### config.mk
export PLATFORM = sky130hd
export DESIGN_NAME = hs_arith_gray_cvt_sched
export DESIGN_NICKNAME = d
export VERILOG_FILES = /design/src/rtl/hs_arith_gray_cvt_sched.sv
export SDC_FILE = /design/constraint.sdc
export NUM_CORES = 1
export LEC_CHECK = 0
export CORE_ASPECT_RATIO = 0.6
export CORE_MARGIN = 2
export CORE_UTILIZATION = 39
export CTS_BUF_LIST = sky130_fd_sc_hd__clkbuf_2
export CTS_CLUSTER_SIZE = 12
export DETAILED_ROUTE_END_ITERATION = 10
export PLACE_DENSITY = 0.76
export SLEW_MARGIN = 25
export SYNTH_ARGS = -nofsm -noshare
export SYNTH_HDL_FRONTEND = slang
export SYNTH_SLANG_ARGS = --single-unit
### constraint.sdc
create_clock -name clk -period 2.5 [get_ports clk]
set_input_delay 0.5 -clock clk [delete_from_list [all_inputs] [get_ports clk]]
set_output_delay 0.5 -clock clk [all_outputs]
set_load 0.01 [all_outputs]
### src/rtl/hs_arith_gray_cvt_sched.sv
// Round-robin scheduler sharing one bin->Gray / Gray->bin converter pair among NUM_REQ requesters.
// Optional grant statistics counter enabled by defining HS_ARITH_GCS_STAT_EN.
module hs_arith_gray_cvt_sched #(
  parameter int unsigned WIDTH   = 8,
  parameter int unsigned NUM_REQ = 4,
  localparam int unsigned TAG_W  = (NUM_REQ > 1) ? $clog2(NUM_REQ) : 1
) (
  input  logic                     clk,
  input  logic                     rst_n,
  input  logic [NUM_REQ-1:0]       req_valid,
  output logic [NUM_REQ-1:0]       req_ready,
  input  logic [NUM_REQ-1:0]       req_rev,
  input  logic [NUM_REQ*WIDTH-1:0] req_data,
  output logic                     out_valid,
  input  logic                     out_ready,
  output logic [WIDTH-1:0]         out_data,
  output logic [TAG_W-1:0]         out_tag,
  output logic                     out_rev
`ifdef HS_ARITH_GCS_STAT_EN
  ,
  input  logic                     stat_clr,
  output logic [31:0]              stat_grants
`endif
);

  localparam logic [0:0] StEmpty = 1'b0;
  localparam logic [0:0] StFull  = 1'b1;

  logic [0:0]       state_q, state_d;
  logic [WIDTH-1:0] data_q;
  logic [TAG_W-1:0] tag_q;
  logic             rev_q;
  logic [TAG_W-1:0] ptr_q, ptr_d;

  logic             can_accept;
  logic             grant_found;
  logic             grant_fire;
  logic [TAG_W-1:0] grant_idx;
  logic [TAG_W:0]   scan_idx;
  logic [WIDTH-1:0] sel_data;
  logic             sel_rev;
  logic [WIDTH-1:0] gray_res;
  logic [WIDTH-1:0] bin_res;
  logic [WIDTH-1:0] conv_res;

  logic [WIDTH-1:0] data_arr [NUM_REQ];

  for (genvar i = 0; i < NUM_REQ; i++) begin : g_unpack
    assign data_arr[i] = req_data[i*WIDTH +: WIDTH];
  end

  function automatic logic [WIDTH-1:0] bin2gray(input logic [WIDTH-1:0] x);
    return x ^ (x >> 1);
  endfunction

  function automatic logic [WIDTH-1:0] gray2bin(input logic [WIDTH-1:0] g);
    logic [WIDTH-1:0] b;
    b[WIDTH-1] = g[WIDTH-1];
    for (int k = int'(WIDTH) - 2; k >= 0; k--) begin
      b[k] = b[k+1] ^ g[k];
    end
    return b;
  endfunction

  assign can_accept = (state_q == StEmpty) || out_ready;

  // Scan from the RR pointer, wrapping at NUM_REQ; first valid requester wins.
  always_comb begin
    grant_found = 1'b0;
    grant_idx   = '0;
    scan_idx    = '0;
    for (int unsigned k = 0; k < NUM_REQ; k++) begin
      scan_idx = {1'b0, ptr_q} + (TAG_W+1)'(k);
      if (scan_idx >= (TAG_W+1)'(NUM_REQ)) begin
        scan_idx = scan_idx - (TAG_W+1)'(NUM_REQ);
      end
      if (!grant_found && req_valid[scan_idx[TAG_W-1:0]]) begin
        grant_found = 1'b1;
        grant_idx   = scan_idx[TAG_W-1:0];
      end
    end
  end

  // Gating with rst_n keeps req_ready low for the whole reset assertion.
  assign grant_fire = rst_n && can_accept && grant_found;
  assign req_ready  = grant_fire ? (NUM_REQ'(1) << grant_idx) : '0;

  assign sel_data = data_arr[grant_idx];
  assign sel_rev  = req_rev[grant_idx];
  assign gray_res = bin2gray(sel_data);
  assign bin_res  = gray2bin(sel_data);
  assign conv_res = sel_rev ? bin_res : gray_res;

  always_comb begin
    ptr_d = ptr_q;
    if (grant_fire) begin
      ptr_d = (grant_idx == TAG_W'(NUM_REQ - 1)) ? '0 : grant_idx + TAG_W'(1);
    end
  end

  always_comb begin
    state_d = state_q;
    unique case (state_q)
      StEmpty: if (grant_fire) state_d = StFull;
      StFull:  if (out_ready && !grant_fire) state_d = StEmpty;
      default: state_d = StEmpty;
    endcase
  end

  always_ff @(posedge clk or negedge rst_n) begin
    if (!rst_n) begin
      state_q <= StEmpty;
      data_q  <= '0;
      tag_q   <= '0;
      rev_q   <= 1'b0;
      ptr_q   <= '0;
    end else begin
      state_q <= state_d;
      ptr_q   <= ptr_d;
      if (grant_fire) begin
        data_q <= conv_res;
        tag_q  <= grant_idx;
        rev_q  <= sel_rev;
      end
    end
  end

  assign out_valid = (state_q == StFull);
  assign out_data  = data_q;
  assign out_tag   = tag_q;
  assign out_rev   = rev_q;

`ifdef HS_ARITH_GCS_STAT_EN
  logic [31:0] stat_q;

  // Clear has priority over a coincident grant; count saturates at all-ones.
  always_ff @(posedge clk or negedge rst_n) begin
    if (!rst_n) begin
      stat_q <= '0;
    end else if (stat_clr) begin
      stat_q <= '0;
    end else if (grant_fire && (stat_q != 32'hFFFF_FFFF)) begin
      stat_q <= stat_q + 32'd1;
    end
  end

  assign stat_grants = stat_q;
`endif

endmodule

==> results of run 1 <==
## worst max path at each step
stage                            start     endpoint  depth (start not counted)
final                         ptr_q[1]  out_data[0]                         10
after global routing          ptr_q[1]  out_data[0]                         10
after CTS                     ptr_q[1]  out_data[0]                         11
after detailed placement  req_valid[3]  out_data[0]                         10
after global placement    req_valid[3]  out_data[0]                         10
after floorplan           req_valid[0]  out_data[0]                         10
## state kept, by name (all words and copies together) (netlist names)
register and count:
out_data 8, out_rev 1, out_tag 2, out_valid 1, ptr_q 2
## Yosys cell counts, types with 3 or more instances
master and number:
a211oi_1 4, and2_1 4, and3_1 5, clkbuf_1 3
dfrtp_1 14, ha_1 4, mux2_2 3, mux2i_1 9
nand2_1 21, nand2b_1 3, nand3_1 10, nor2_1 7
o21ai_0 12, xnor2_1 5, xor2_1 4
## power breakdown
group	leakage [nW]	internal (W)	switching, W
clock network	0.0140	0.0000347	0.0000797
registers	0.166	0.000320	0.0000724
logic	0.968	0.00123	0.000913
## tightest hold or removal path, delay by kind of cell, from the launching register on
kind	cells	cell delay, ns
AO/OA/AOI/OAI	1	0.06
flip-flops	1	0.37
AND/OR/NAND/NOR	1	0.05
## what timing repair did
action	in CTS	in global routing
setup endpoints to repair	11	8
pin swaps	15	8
cloned	0	0
buffers inserted	11	5
gates resized for setup	58	22
## cell families (layout without fill, tap and decap cells)
group | count (synthesis) | in the layout | share of synthesized area, %
muxes | 13 | 13 | 10.3
and+or+nand+nor | 59 | 59 | 22.9
AOI/OAI and AO/OA | 38 | 38 | 23.5
DFF | 14 | 14 | 25.9
adders and majority gates | 4 | 4 | 3.70
buffers and inverters | 8 | 114 | 4.17
xor gates and xnor gates | 11 | 11 | 9.54
## area by class of cell
class | instances | area [µm²]
clock buffers | 3 | 15.0
clock inverters | 1 | 3.75
fillers | 208 | 691
inverters | 3 | 26.3
multi-input cells | 125 | 1130
flip-flops and latches | 14 | 353
well taps | 45 | 56.3
repair buffers | 107 | 1010
## routing by layer
| metal | routed length, µm | vias to the layer above |
|---|---|---|
| met3 | 295 | 10 |
| met4 | 63 | 0 |
| met5 | 0 | - |
| met2 | 2260 | 60 |
| met1 | 1800 | 719 |
| li1 | - | 741 |
## per-stage QoR
step	setup TNS, ns	utilization (%)	worst slack [ns]	std cells	instance area [µm²]
3_3_place_gp	-6.38	69.2	-0.742	282	2270
4_1_cts	-0.427	76.8	-0.162	297	2520
5_1_grt	-1.29	79.0	-0.327	298	2590
3_5_place_dp	-7.39	69.2	-0.847	282	2270
2_1_floorplan	-0.161	-	-0.161	147	1360
6_report	-0.563	79.0	-0.209	298	2590
==> impl_metrics.toml, run 1 <==
[worst_hold_path]
hold_depth = 2
hp-class = "register to register"
min_from = "out_data[4]"
hold_path_end = "out_data[4]"

[global_routing]
grt_start_max_net_pins = 22
antenna_found_initial = 0
grt.busiest_layer = "met2"
grt_pass1_vias = 1614
overflow = 0
use_met1_pct = 27.2
gr-usage-all-layers_pct = 23.5
grt_pass1_wl_um = 7310
use_met2_pct = 42.1
met3_usage_pct = 7.33

[setup_path]
path_cells = "and4b_4 > a21o_4 > nor2_8 > inv_8 > a211oi_4 > o211ai_2 > nand2_2 > xnor3_1 > or4_1 > nand3_1"
path_buf_inv = 1
reg2reg_depth = 10
crit_path_end_kind = "register"
crit_family = "simple AND/OR/NAND/NOR gates"
worstPathRequired_ns = 2.74
cp_slowest_stage_delay_ns = 0.50
cpMaxStageDelayCell = "dfrtp_2"
r2r_start = "ptr_q[1]"
critPathLaunchType = "register"
crit_path_max_fanout = 7
r2r_slack_ns = -0.21
critPathKind = "register to register"
arrival_ns = 2.95
r2r-end = "out_data[0]"

[floorplanning]
die-area_um2 = 3970
io_pins = 59
rows = 16
core_um2 = 3280
dieHeight_um = 49.6
initial_utilization_pct = 41.2
die_w_um = 80.0

[yosys]
synth_edf_count = 0
ys_seq_area_share_pct = 25.9
async_reset_ff_share_pct = 100
synth_area_leaders = "dfrtp_1, mux2i_1, nand2_1"
syn_nets = 194
yosysUniqueCellTypes = 48
syn_inst = 147
synth_ff_type = "dfrtp_1"
synth_largest_area_cell = "dfrtp_1"
syn_area_per_cell_um2 = 9.19
yosysTopAreaCellShare_pct = 25.9
synth_seq_cells = 14
syn_area_um2 = 1350
yosysWarningCount = 0

[cells_and_area]
layout.cells.most_common = "clkdlybuf4s50_1"
layout-drive-gt1-share_pct = 39.9
areaGrowthSynthToFinish_pct = 91.9
diodes = 0
layout_common_cells = "clkdlybuf4s50_1, buf_4, nand2_1, dfrtp_1, mux2i_1"
layout.nets = 301

[detailed_routing]
vias = 1530
routedWlPerCell_um = 14.8
remaining_drc_errors = 0
totalWireLength_um = 4410
ant_nets = 0
vias_per_cell = 5.13
first_pass_iters = 4
drt_iter0_drc = 109

[clock_tree]
cts_hold_buf = 0
insertion_delay_ns = 0.29
clk_pin_slew_ns = 0.14
clkSinkCount = 14
root_buffer = "clkbuf_2"
cts_made_buffers = 3
clockBufferDepth = 2
cts_tree = "built"
h-tree-depth = 1

[timing]
final-hold-violation-count = 0
rsz0062_at_grt = "yes"
worst_slew_pin_slew_ns = 0.469
fin_hold_ws_ns = 0.504
fmax_mhz = 369
layout_setup_ws_ns = -0.209
finalCritPeriodShare_pct = 108
setup_violations = 6
relSlewSlack_pct = 68.7
min_period_ns = 2.71
final-max-slew-violation-count = 0
skew_ns = 0.00129

[place]
io_buffers = 58
gp_congestion = 0.838
hpwl_um = 3230

[power_and_ir_drop]
power_w = 0.00265
p_leak_nw = 1.15
ir_drop_mv = 0.571
power_per_cell_area_nw_per_um2 = 1020

[outcome]
status = "finished, violations left"
violations = "setup timing"

[run]
cap_violations = 0
Power figures use the tool's default switching activity.
==> run 2: changes to the inputs <==
--- a/config.mk
+++ b/config.mk
@@ -5,13 +5,14 @@
 export SDC_FILE = /design/constraint.sdc
 export NUM_CORES = 1
 export LEC_CHECK = 0
+export ABC_CLOCK_PERIOD_IN_PS = 2500
 export CORE_ASPECT_RATIO = 0.6
 export CORE_MARGIN = 2
 export CORE_UTILIZATION = 39
 export CTS_BUF_LIST = sky130_fd_sc_hd__clkbuf_2
 export CTS_CLUSTER_SIZE = 12
 export DETAILED_ROUTE_END_ITERATION = 10
-export PLACE_DENSITY = 0.76
+export PLACE_DENSITY = 0.87
 export SLEW_MARGIN = 25
 export SYNTH_ARGS = -nofsm -noshare
 export SYNTH_HDL_FRONTEND = slang
==> run 2 against run 1 <==
  * The run still ends with setup timing left
  * Via count fell by 2.3%
  * Final area is 7.5% lower
  * Clock skew is 0.0070 ns higher
  * Routed wire length decreased by 6.8%
  * Power shrank 9.8%
  * Worst setup slack better by 0.027 ns
  * Sequential power decreased by 2%
  * Clock power fell by 5%
  * Register-to-register slack better by 0.05 ns
  * Sequential share of layout area increased by 1.1 points
  * Core utilization decreased by 5.9 points
  * Cell count fell by 2.7%
  * Critical path type is now input pin to register
  * Critical endpoint unchanged
  * Largest power group unchanged
==> impl_metrics.toml, run 2 (synthesized netlist as in run 1, its figures left out) <==
[cells_and_area]
layout.nets = 293
multi_input_area_um2 = 1060
layout-drive-gt1-share_pct = 31.8
largest_reg_flops = 8
layout.cells.most_common = "clkdlybuf4s50_1"
seq_area_um2 = 352
final_core_util_pct = 73.0
nFillCells = 257
areaGrowthSynthToFinish_pct = 77.4
layout_common_cells = "clkdlybuf4s50_1, buf_4, nand2_1, dfrtp_1, mux2i_1"
diodes = 0

[clock_tree]
cts_hold_buf = 0
cts_tree = "built"
clk_pin_slew_ns = 0.14
clockBufferDepth = 2
insertion_delay_ns = 0.29
clkSinkCount = 14
root_buffer = "clkbuf_2"
h-tree-depth = 1
cts_made_buffers = 3

[power_and_ir_drop]
p_seq_share_pct = 16.1
p_int_w = 0.00141
p_clk_share_pct = 4.5
power_per_cell_area_nw_per_um2 = 997
switchingPower_w = 0.000976
ir_drop_mv = 0.480
power_frac_comb_pct = 79.3
switching_share_pct = 40.8
p_leak_nw = 1.06

[floorplanning]
die-area_um2 = 3970
die_w_um = 80.0
initial_utilization_pct = 41.2
dieHeight_um = 49.6
rows = 16
core_um2 = 3280
io_pins = 59

[timing]
final-hold-violation-count = 0
min_period_ns = 2.68
final-max-slew-violation-count = 0
finalCritPeriodShare_pct = 107
relSlewSlack_pct = 73.1
setup_violations = 6
rsz0062_at_grt = "yes"
worst_slew_pin_slew_ns = 0.403
skew_ns = 0.00830
layout_setup_ws_ns = -0.182
fmax_mhz = 373
fin_hold_ws_ns = 0.496
tns_ns = -0.443

[setup_path]
critPathLaunchType = "input pin"
crit_path_end_kind = "register"
arrival_ns = 2.91
crit_path_max_fanout = 6
critPathKind = "input pin to register"
worstPathRequired_ns = 2.73

[global_routing]
gr-usage-all-layers_pct = 20.6
grt_pass1_vias = 1493
overflow = 0
grt_pass1_wl_um = 6460
antenna_found_initial = 0
grt_start_max_net_pins = 15

[detailed_routing]
first_pass_iters = 4
vias = 1495
remaining_drc_errors = 0
routedWlPerCell_um = 14.2
vias_per_cell = 5.16
drt_iter0_drc = 68
ant_nets = 0
totalWireLength_um = 4120

[outcome]
status = "finished, violations left"
violations = "setup timing"

[place]
place_ws_ns = -0.778
hpwl_um = 3180
gp_congestion = 0.762
io_buffers = 58

[run]
cap_violations = 0

[worst_hold_path]
hp-class = "register to register"
run 2: changes by cell type in the layout (fill, tap and decap cells not counted), moves of 2 or more:
cell             delta
clkdlybuf4s15_1     +2
buf_6               -7
and2_1              +2
o21ai_2             -3
buf_12              -3
ha_1                +2
o21ai_0             +2
and2_4              -2
run 2: cell type report:
cell class / count / share of cell area [%]
multi-input combinational: 126 / 44.3
timing repair buffer: 98 / 36.9
sequential: 14 / 14.7
tap: 45 / 2.35
inverter: 3 / 0.992
clock buffer: 3 / 0.626
clock inverter: 1 / 0.157
run 2: power by group through the flow:
stage / Combinational (W) / Clock [W] / Sequential, W
2_1_floorplan: 0.000943 / 0 / 0.000416
3_3_place_gp: 0.00166 / 0 / 0.000386
3_5_place_dp: 0.00171 / 0 / 0.000387
4_1_cts: 0.00180 / 0.000106 / 0.000386
5_1_grt: 0.00204 / 0.000123 / 0.000397
6_report: 0.00190 / 0.000108 / 0.000385
run 2: per-stage QoR:
| step | cells | total power, W | area [µm²] |
|---|---|---|---|
| detailed placement | 281 | 0.00210 | 2240 |
| global route | 290 | 0.00256 | 2400 |
| floorplan | 147 | 0.00136 | 1360 |
| finish | 290 | 0.00239 | 2400 |
| global placement | 281 | 0.00205 | 2240 |
| CTS | 288 | 0.00230 | 2340 |
run 2: path summary, 6_finish.rpt:
kind / startpoint / endpoint / slack, ns / cells after the start
worst max-delay path: req_valid[3] / out_data[0] / -0.18 / 11
worst max register to register: ptr_q[1] / out_data[0] / -0.16 / 10
min in group asynchronous: rst_n / out_tag[0] / 0.53 / 2
max in group asynchronous: rst_n / ptr_q[1] / 1.79 / 2
worst min register to register: out_tag[0] / out_tag[0] / 0.50 / 2
worst min-delay path: out_tag[0] / out_tag[0] / 0.50 / 2
run 2: critical path, stage by stage:
cell	delay [ns]
clkdlybuf4s15_1	0.23
nand3b_1	0.25
o221ai_4	0.21
nor2_8	0.20
inv_8	0.06
a211oi_4	0.28
a211o_1	0.17
nand2_2	0.06
xnor3_1	0.37
or4_1	0.47
nand3_1	0.09
run 2: routing by layer:
layer	global-route usage [%]	share of wire [%]	wire (µm)
met5	0	0	0
met2	36.8	47	1950
met3	5.68	9.5	389
met1	25.8	43	1780
met4	1.69	0	0
run 2: repair_timing:
item / 4_1_cts / 5_1_grt
cloned: 0 / 1
resized for setup: 33 / 16
pin swaps: 9 / 7
buffers inserted: 3 / 2
endpoints found under the setup margin: 8 / 8
==> run 3: changes to the inputs <==
--- a/config.mk
+++ b/config.mk
@@ -10,7 +10,7 @@
 export CORE_MARGIN = 2
 export CORE_UTILIZATION = 39
 export CTS_BUF_LIST = sky130_fd_sc_hd__clkbuf_2
-export CTS_CLUSTER_SIZE = 12
+export CTS_CLUSTER_SIZE = 14
 export DETAILED_ROUTE_END_ITERATION = 10
 export PLACE_DENSITY = 0.87
 export SLEW_MARGIN = 25
==> results of run 3 <==
Same layout as run 2: the final DEF is identical, and so are final timing and power.
